--- config.mk ---
export PLATFORM = sky130hd
export DESIGN_NAME = serial_sub_ctrl
export DESIGN_NICKNAME = d
export VERILOG_FILES = /design/src/rtl/serial_sub_ctrl.sv
export SDC_FILE = /design/constraint.sdc
export NUM_CORES = 1
export LEC_CHECK = 0
export CAP_MARGIN = 40
export CORE_MARGIN = 2
export CORE_UTILIZATION = 35
export CTS_CLUSTER_SIZE = 28
export DETAILED_ROUTE_END_ITERATION = 16
export PLACE_DENSITY = 0.65
export SLEW_MARGIN = 20
export SYNTH_ARGS = -nofsm -noshare
export SYNTH_HDL_FRONTEND = slang
export SYNTH_SLANG_ARGS = --single-unit
export TNS_END_PERCENT = 30
--- constraint.sdc ---
create_clock -name clk -period 3.6 [get_ports clk]
set_clock_uncertainty 0.05 [all_clocks]
set_input_delay 0.72 -clock clk [delete_from_list [all_inputs] [get_ports clk]]
set_output_delay 0.72 -clock clk [all_outputs]
set_load 0.01 [all_outputs]
--- src/rtl/serial_sub_ctrl.sv ---
// serial_sub_ctrl: bit-serial subtractor built around one full-subtractor
// cell and a borrow flip-flop. Operands are latched on an accepted start.
// They are then consumed LSB-first, one bit per clock. The result diff = a - b
// (mod 2^WIDTH) and the final borrow are presented with a one-cycle done pulse.
// Optional feature: define SERIAL_SUB_ZERO_EN to add a registered 'zero' flag
// that reports diff == 0.
module serial_sub_ctrl #(
    parameter  int WIDTH = 8,
    localparam int CNT_W = $clog2(WIDTH + 1)
) (
    input  logic             clk,
    input  logic             rst,
    input  logic             start,
    input  logic [WIDTH-1:0] a,
    input  logic [WIDTH-1:0] b,
    output logic             busy,
    output logic             done,
    output logic [WIDTH-1:0] diff,
    output logic             borrow_out
`ifdef SERIAL_SUB_ZERO_EN
    ,
    output logic             zero
`endif
);

    localparam logic [1:0] IDLE  = 2'd0;
    localparam logic [1:0] SHIFT = 2'd1;
    localparam logic [1:0] DONE  = 2'd2;

    logic [1:0]       state;
    logic [WIDTH-1:0] sa;
    logic [WIDTH-1:0] sb;
    logic [WIDTH-1:0] sr;
    logic [CNT_W-1:0] cnt;
    logic             bff;

    logic             cell_d;
    logic             cell_bout;
    logic [WIDTH-1:0] sr_next;
    logic             last_bit;

`ifdef SERIAL_SUB_ZERO_EN
    logic             any_one;
`endif

    // One-bit full-subtractor slice: returns {borrow_out, difference}
    function automatic logic [1:0] sub_cell(input logic x, input logic y, input logic bin);
        logic d;
        logic bout;
        d    = x ^ y ^ bin;
        bout = (~x & y) | (~(x ^ y) & bin);
        return {bout, d};
    endfunction

    // Cell evaluation for the current LSBs and the result register's next value
    always_comb begin
        {cell_bout, cell_d} = sub_cell(sa[0], sb[0], bff);
        sr_next             = {cell_d, sr[WIDTH-1:1]};
        last_bit            = (cnt == CNT_W'(WIDTH - 1));
    end

    assign busy = (state != IDLE);

    // Control FSM: IDLE -> SHIFT (WIDTH edges) -> DONE (one cycle) -> IDLE
    always_ff @(posedge clk or posedge rst) begin
        if (rst) begin
            state <= IDLE;
        end else begin
            case (state)
                IDLE:    if (start) state <= SHIFT;
                SHIFT:   if (last_bit) state <= DONE;
                DONE:    state <= IDLE;
                default: state <= IDLE;
            endcase
        end
    end

    // Operand shift registers, result shift register, borrow FF and bit counter
    always_ff @(posedge clk or posedge rst) begin
        if (rst) begin
            sa  <= '0;
            sb  <= '0;
            sr  <= '0;
            bff <= 1'b0;
            cnt <= '0;
        end else begin
            case (state)
                IDLE: begin
                    if (start) begin
                        sa  <= a;
                        sb  <= b;
                        sr  <= '0;
                        bff <= 1'b0;
                        cnt <= '0;
                    end
                end
                SHIFT: begin
                    sa  <= sa >> 1;
                    sb  <= sb >> 1;
                    sr  <= sr_next;
                    bff <= cell_bout;
                    // Counter stops on the final bit instead of wrapping
                    if (!last_bit) cnt <= cnt + CNT_W'(1);
                end
                default: ;
            endcase
        end
    end

    // Result outputs: only written when the last bit is processed, held otherwise
    always_ff @(posedge clk or posedge rst) begin
        if (rst) begin
            done       <= 1'b0;
            diff       <= '0;
            borrow_out <= 1'b0;
        end else begin
            done <= (state == SHIFT) && last_bit;
            if ((state == SHIFT) && last_bit) begin
                diff       <= sr_next;
                borrow_out <= cell_bout;
            end
        end
    end

`ifdef SERIAL_SUB_ZERO_EN
    // Sticky OR of difference bits; zero flag published alongside diff
    always_ff @(posedge clk or posedge rst) begin
        if (rst) begin
            any_one <= 1'b0;
            zero    <= 1'b0;
        end else begin
            if ((state == IDLE) && start) begin
                any_one <= 1'b0;
            end else if (state == SHIFT) begin
                any_one <= any_one | cell_d;
                if (last_bit) zero <= ~(any_one | cell_d);
            end
        end
    end
`endif

endmodule

# After elaboration in Yosys (flattened, before gate mapping)
# Index checks and enable logic that the tools add are counted.
# Widths: inputs -> output; s select.
[word_totals]
wordCells = 43
in_bits = 19
regBits = 41
[op_classes]
muxes = 14
eq_ne = 5
n_reduce_logical = 7
n_bitwise = 7
n_addsub = 1
[op_table]
columns = ["operator", "n"]
rows = [
  ["$pmux 8 s2", 3],
  ["$mux 8", 3],
  ["$mux 4", 2],
  ["$pmux 4 s2", 1],
  ["$ne 2x2->1 const B", 3],
  ["$add 4x1->4 const B", 1],
  ["$eq 4x3->1 const B", 1],
  ["$mux 2", 2],
  ["$pmux 2 s2", 1],
  ["$reduce_and 2->1", 2],
  ["$reduce_bool 2->1", 2],
  ["$reduce_and 3->1", 1],
  ["$and 1x1->1", 2],
  ["$eq 2x1->1 const B", 1],
  ["$logic_not 2->1", 1],
  ["$not 1->1", 2],
  ["$pmux 1 s2", 1],
  ["$xor 1x1->1", 2],
  ["$logic_and 1x1->1", 1],
  ["$mux 1", 1],
  ["$or 1x1->1", 1],
]

# Depth between registers and ports, before layout
[depth]
word_depth = 5
mapped_depth = 5
ltp_nobuf = 4

# Least setup slack after synthesis
# OpenSTA, ideal clock, no wires.
[synth_path]
path_type = "register to register"
from = "register cnt[0]"
to = "register diff[0]"
setup_time_ns = 0.125
path_slack_ns = 2.028
t_required_ns = 3.425
arrival_time_ns = 1.397
stages_incl_launch_ff = 6
cell_sequence = "dfrtp_1 > ha_1 > nand2_1 > nor4b_2 > buf_4 > mux2_2"
[synth_via]
elab_chain_len = 2
[synth_lines]
columns = ["element", "line_no", "rtl"]
rows = [
  ["start: declaration", "34", "logic [CNT_W-1:0] cnt;"],
  ["start signal: assignment", "103", "if (!last_bit) cnt <= cnt + CNT_W'(1);"],
  ["$eq 4x3->1", "59", "last_bit = (cnt == CNT_W'(WIDTH - 1));"],
  ["$logic_and 1x1->1", "118", "if ((state == SHIFT) && last_bit) begin"],
  ["end signal: assignment", "119", "diff <= sr_next;"],
  ["end: declaration", "18", "output logic [WIDTH-1:0] diff,"],
]
# Every way passes these cells.
# A chain may end at the register's enable or synchronous reset.

# Final worst setup path
[layout_path]
from = "register state[0]"
to = "output busy"
[layout_via]
elab_chain_len = 1
[layout_lines]
columns = ["element", "line_no", "rtl"]
rows = [
  ["start: declaration", "30", "logic [1:0] state;"],
  ["start signal: assignment", "67", "state <= IDLE;"],
  ["start signal: assignment", "70", "IDLE: if (start) state <= SHIFT;"],
  ["start signal: assignment", "71", "SHIFT: if (last_bit) state <= DONE;"],
  ["$reduce_bool 2->1", "62", "assign busy = (state != IDLE);"],
  ["end: declaration", "16", "output logic busy,"],
]
# Every way passes these cells.

==> results.tsv <==
stage	metric	value	unit
cells_and_area	final_common_cell	dfrtp_1	
routing	wl_per_cell	13.07	µm
placed_design	place_congestion	0.7054	
clock_network	cts_tree	done	
clock_network	clk_latency	0.29	ns
min_path	hold_path.class	register to register	
sta	worst_pin_slew	0.5879	ns
logic_synthesis	yosysUniqueCellTypes	31	
logic_synthesis	netlist_instances	143	
worst_setup_path	end_kind	output port	
cells_and_area	regArea	0.001001	mm²
global_routing	antenna_found_initial	0	
logic_synthesis	synth_fp_nets	164	
power	leakage	0.9603	nW
logic_synthesis	synthFlopType	dfrtp_1	
sta	fin_setup_tns	0	ns
die	rows	25	
clock_network	cts_setup_buffers	0	
die	fp.dieW	74.09	µm
worst_setup_path	arrival	1.66	ns
global_routing	grt_pass1_vias	1202	
logic_synthesis	synth-seq-cells	40	
die	core_area	0.004723	mm²
logic_synthesis	yosysSeqAreaShare	0.5822	
placed_design	port_buffers	29	
worst_setup_path	critPathRequiredTime	2.83	ns
worst_setup_path	path_class	register to output port	
cells_and_area	num_antenna_cells	0	
clock_network	numCtsBuffers	5	
routing	drtAntennaViolNets	0	
cells_and_area	utilization	0.4662	
cells_and_area	nets	196	
die	die_h	74.09	µm
sta	worst_slack	1.173	ns
cells_and_area	drive_gt1_frac	0.1307	
flow_run	drv_cap	0	
routing	wirelength	3.176	mm
clock_network	clk_pin_slew	0.08	ns
logic_synthesis	yosysTopAreaCell	dfrtp_1	
die	dieArea	0.005489	mm²
worst_setup_path	startpoint_type	register	
global_routing	grt_pass1_wl	5.602	mm
sta	setup_viol	0	
global_routing	grt.total_usage	0.1336	
die	initial_core_util	0.3640	
clock_network	h-tree-depth	2	
power	ir_drop	0.0003681	V
clock_network	post_cts_resized	0	
worst_setup_path	critPathMaxFanout	14	
run_status	outcome	finished, final reports clean	
cells_and_area	most-common-layout-cells	dfrtp_1 (40), clkdlybuf4s50_1 (29), nand2_1 (19), o21ai_0 (15), mux2i_1 (13)	
clock_network	cts-root-buf	clkbuf_8	
routing	drt_pre_antenna_iters	4	
global_routing	gr-total-overflow	0	
logic_synthesis	yosys-top-cells-area	dfrtp_1 (58%), mux2i_1 (7.6%), mux2_2 (5.2%), o21ai_0 (4.4%), nand2_1 (4.1%)	
global_routing	grt_max_degree	27	
placed_design	dp_hpwl	2.316	mm
clock_network	clock_path_buffers	2	
logic_synthesis	syn_area	0.001719	mm²
logic_synthesis	synth_top_area_frac	0.5822	
logic_synthesis	yosys_warnings	0	
clock_network	cts_hold_buf	0	
worst_setup_path	r2r_slack	1.74	ns
routing	drc	0	
sta	slew_headroom	0.6076	
sta	fmax	412.1	MHz
sta	rsz0062_at_grt	no	
clock_network	cts_num_sinks	40	
die	ios	30	
sta	final-hold-violation-count	0	
cells_and_area	syn_to_final_growth	28.09	%
sta	drv_slew	0	
power	p_per_area	827.6	mW/mm²
logic_synthesis	synth_edf_count	0	
logic_synthesis	syn_avg_cell_area	12.02	µm²
cells_and_area	n_fill_cell	441	
sta	fin_crit_sh	0.6741	
routing	via_count	1207	
placed_design	place_ws	1.201	ns
logic_synthesis	postSynth.asyncResetShare	1.000	
routing	drt_iter0_markers	56	
cells_and_area	multi_input_area	645.6	µm²
sta	finalCriticalPeriod	2.427	ns
routing	via_per_inst	4.967	
cells in the mapped netlist (all sizes together), types with 2 or more instances:
cell and n:
a22o 7, a22oi 2, a32o 2, buf 7, clkbuf 2, dfrtp 40, inv 5, mux2 8
mux2i 13, nand2 19, nand3 5, nor2 2, nor4b 2, o21ai 15
registers in the layout, indices dropped and copies added, names as in the netlist:
signal and cells:
bff 1, borrow_out 1, cnt 4, diff 8
done 1, sa 8, sb 8, sr 7
state 2
area by class of cell:
| type | count | area share |
|---|---|---|
| Clock buffer | 6 | 0.03750 |
| Inverter | 5 | 0.008523 |
| Tap cell | 67 | 0.03807 |
| Timing Repair Buffer | 34 | 0.1506 |
| Sequential cell | 40 | 0.4545 |
| Multi-Input combinational cell | 89 | 0.2932 |
| Clock inverter | 2 | 0.01761 |
critical path, cell delays in order, from the launching register on:
cell and delay, ns:
dfrtp_1 0.62, nor2_1 0.14, inv_1 0.08, clkdlybuf4s50_1 0.53
through the flow:
stage | cell area, µm² | total power, W | hold slack, ns | instances
floorplan | 1719 | 0.001236 | 0.3992 | 143
global placement | 2069 | 0.001409 | 0.4104 | 234
detailed placement | 2081 | 0.001456 | 0.4245 | 235
CTS | 2202 | 0.001843 | 0.4418 | 243
global route | 2202 | 0.001969 | 0.4623 | 243
finish | 2202 | 0.001823 | 0.4368 | 243
routing by layer:
layer	share of wire	track usage	wire, µm	vias up
met5	0	0	0	-
met1	0.43	0.1732	1372	593
met3	0.053	0.03794	168	7
met2	0.50	0.2123	1585	35
li1	-	-	-	572
met4	0.015	0.05253	49	0
logic make-up (layout without fill, tap and decap cells):
logic type      count (synthesis)  in the layout  synth area share
mux                            21             21            0.1281
compound gates                 32             32            0.1266
flops                          40             40            0.5822
buf+inv                        14             47           0.04440
fa+ha+maj                       2              2           0.01892
simple gates                   34             34           0.09972
power breakdown:
part           leakage [nW]  switching [W]  internal (W)
logic                 0.389       0.000294      0.000358
registers             0.509       0.000142      0.000643
clock network        0.0614       0.000159      0.000227
total                 0.960       0.000596       0.00123
final timing paths:
check                      startpoint  endpoint  cells after the start
max                          state[0]      busy                      3
min                             sa[5]     sa[5]                      2
max reg2reg                  state[0]    cnt[3]                      3
min reg2reg                     sa[5]     sa[5]                      2
max in group asynchronous         rst  state[0]                      3
min in group asynchronous         rst     sr[3]                      2
No activity file was read; power rests on OpenSTA's default activity.
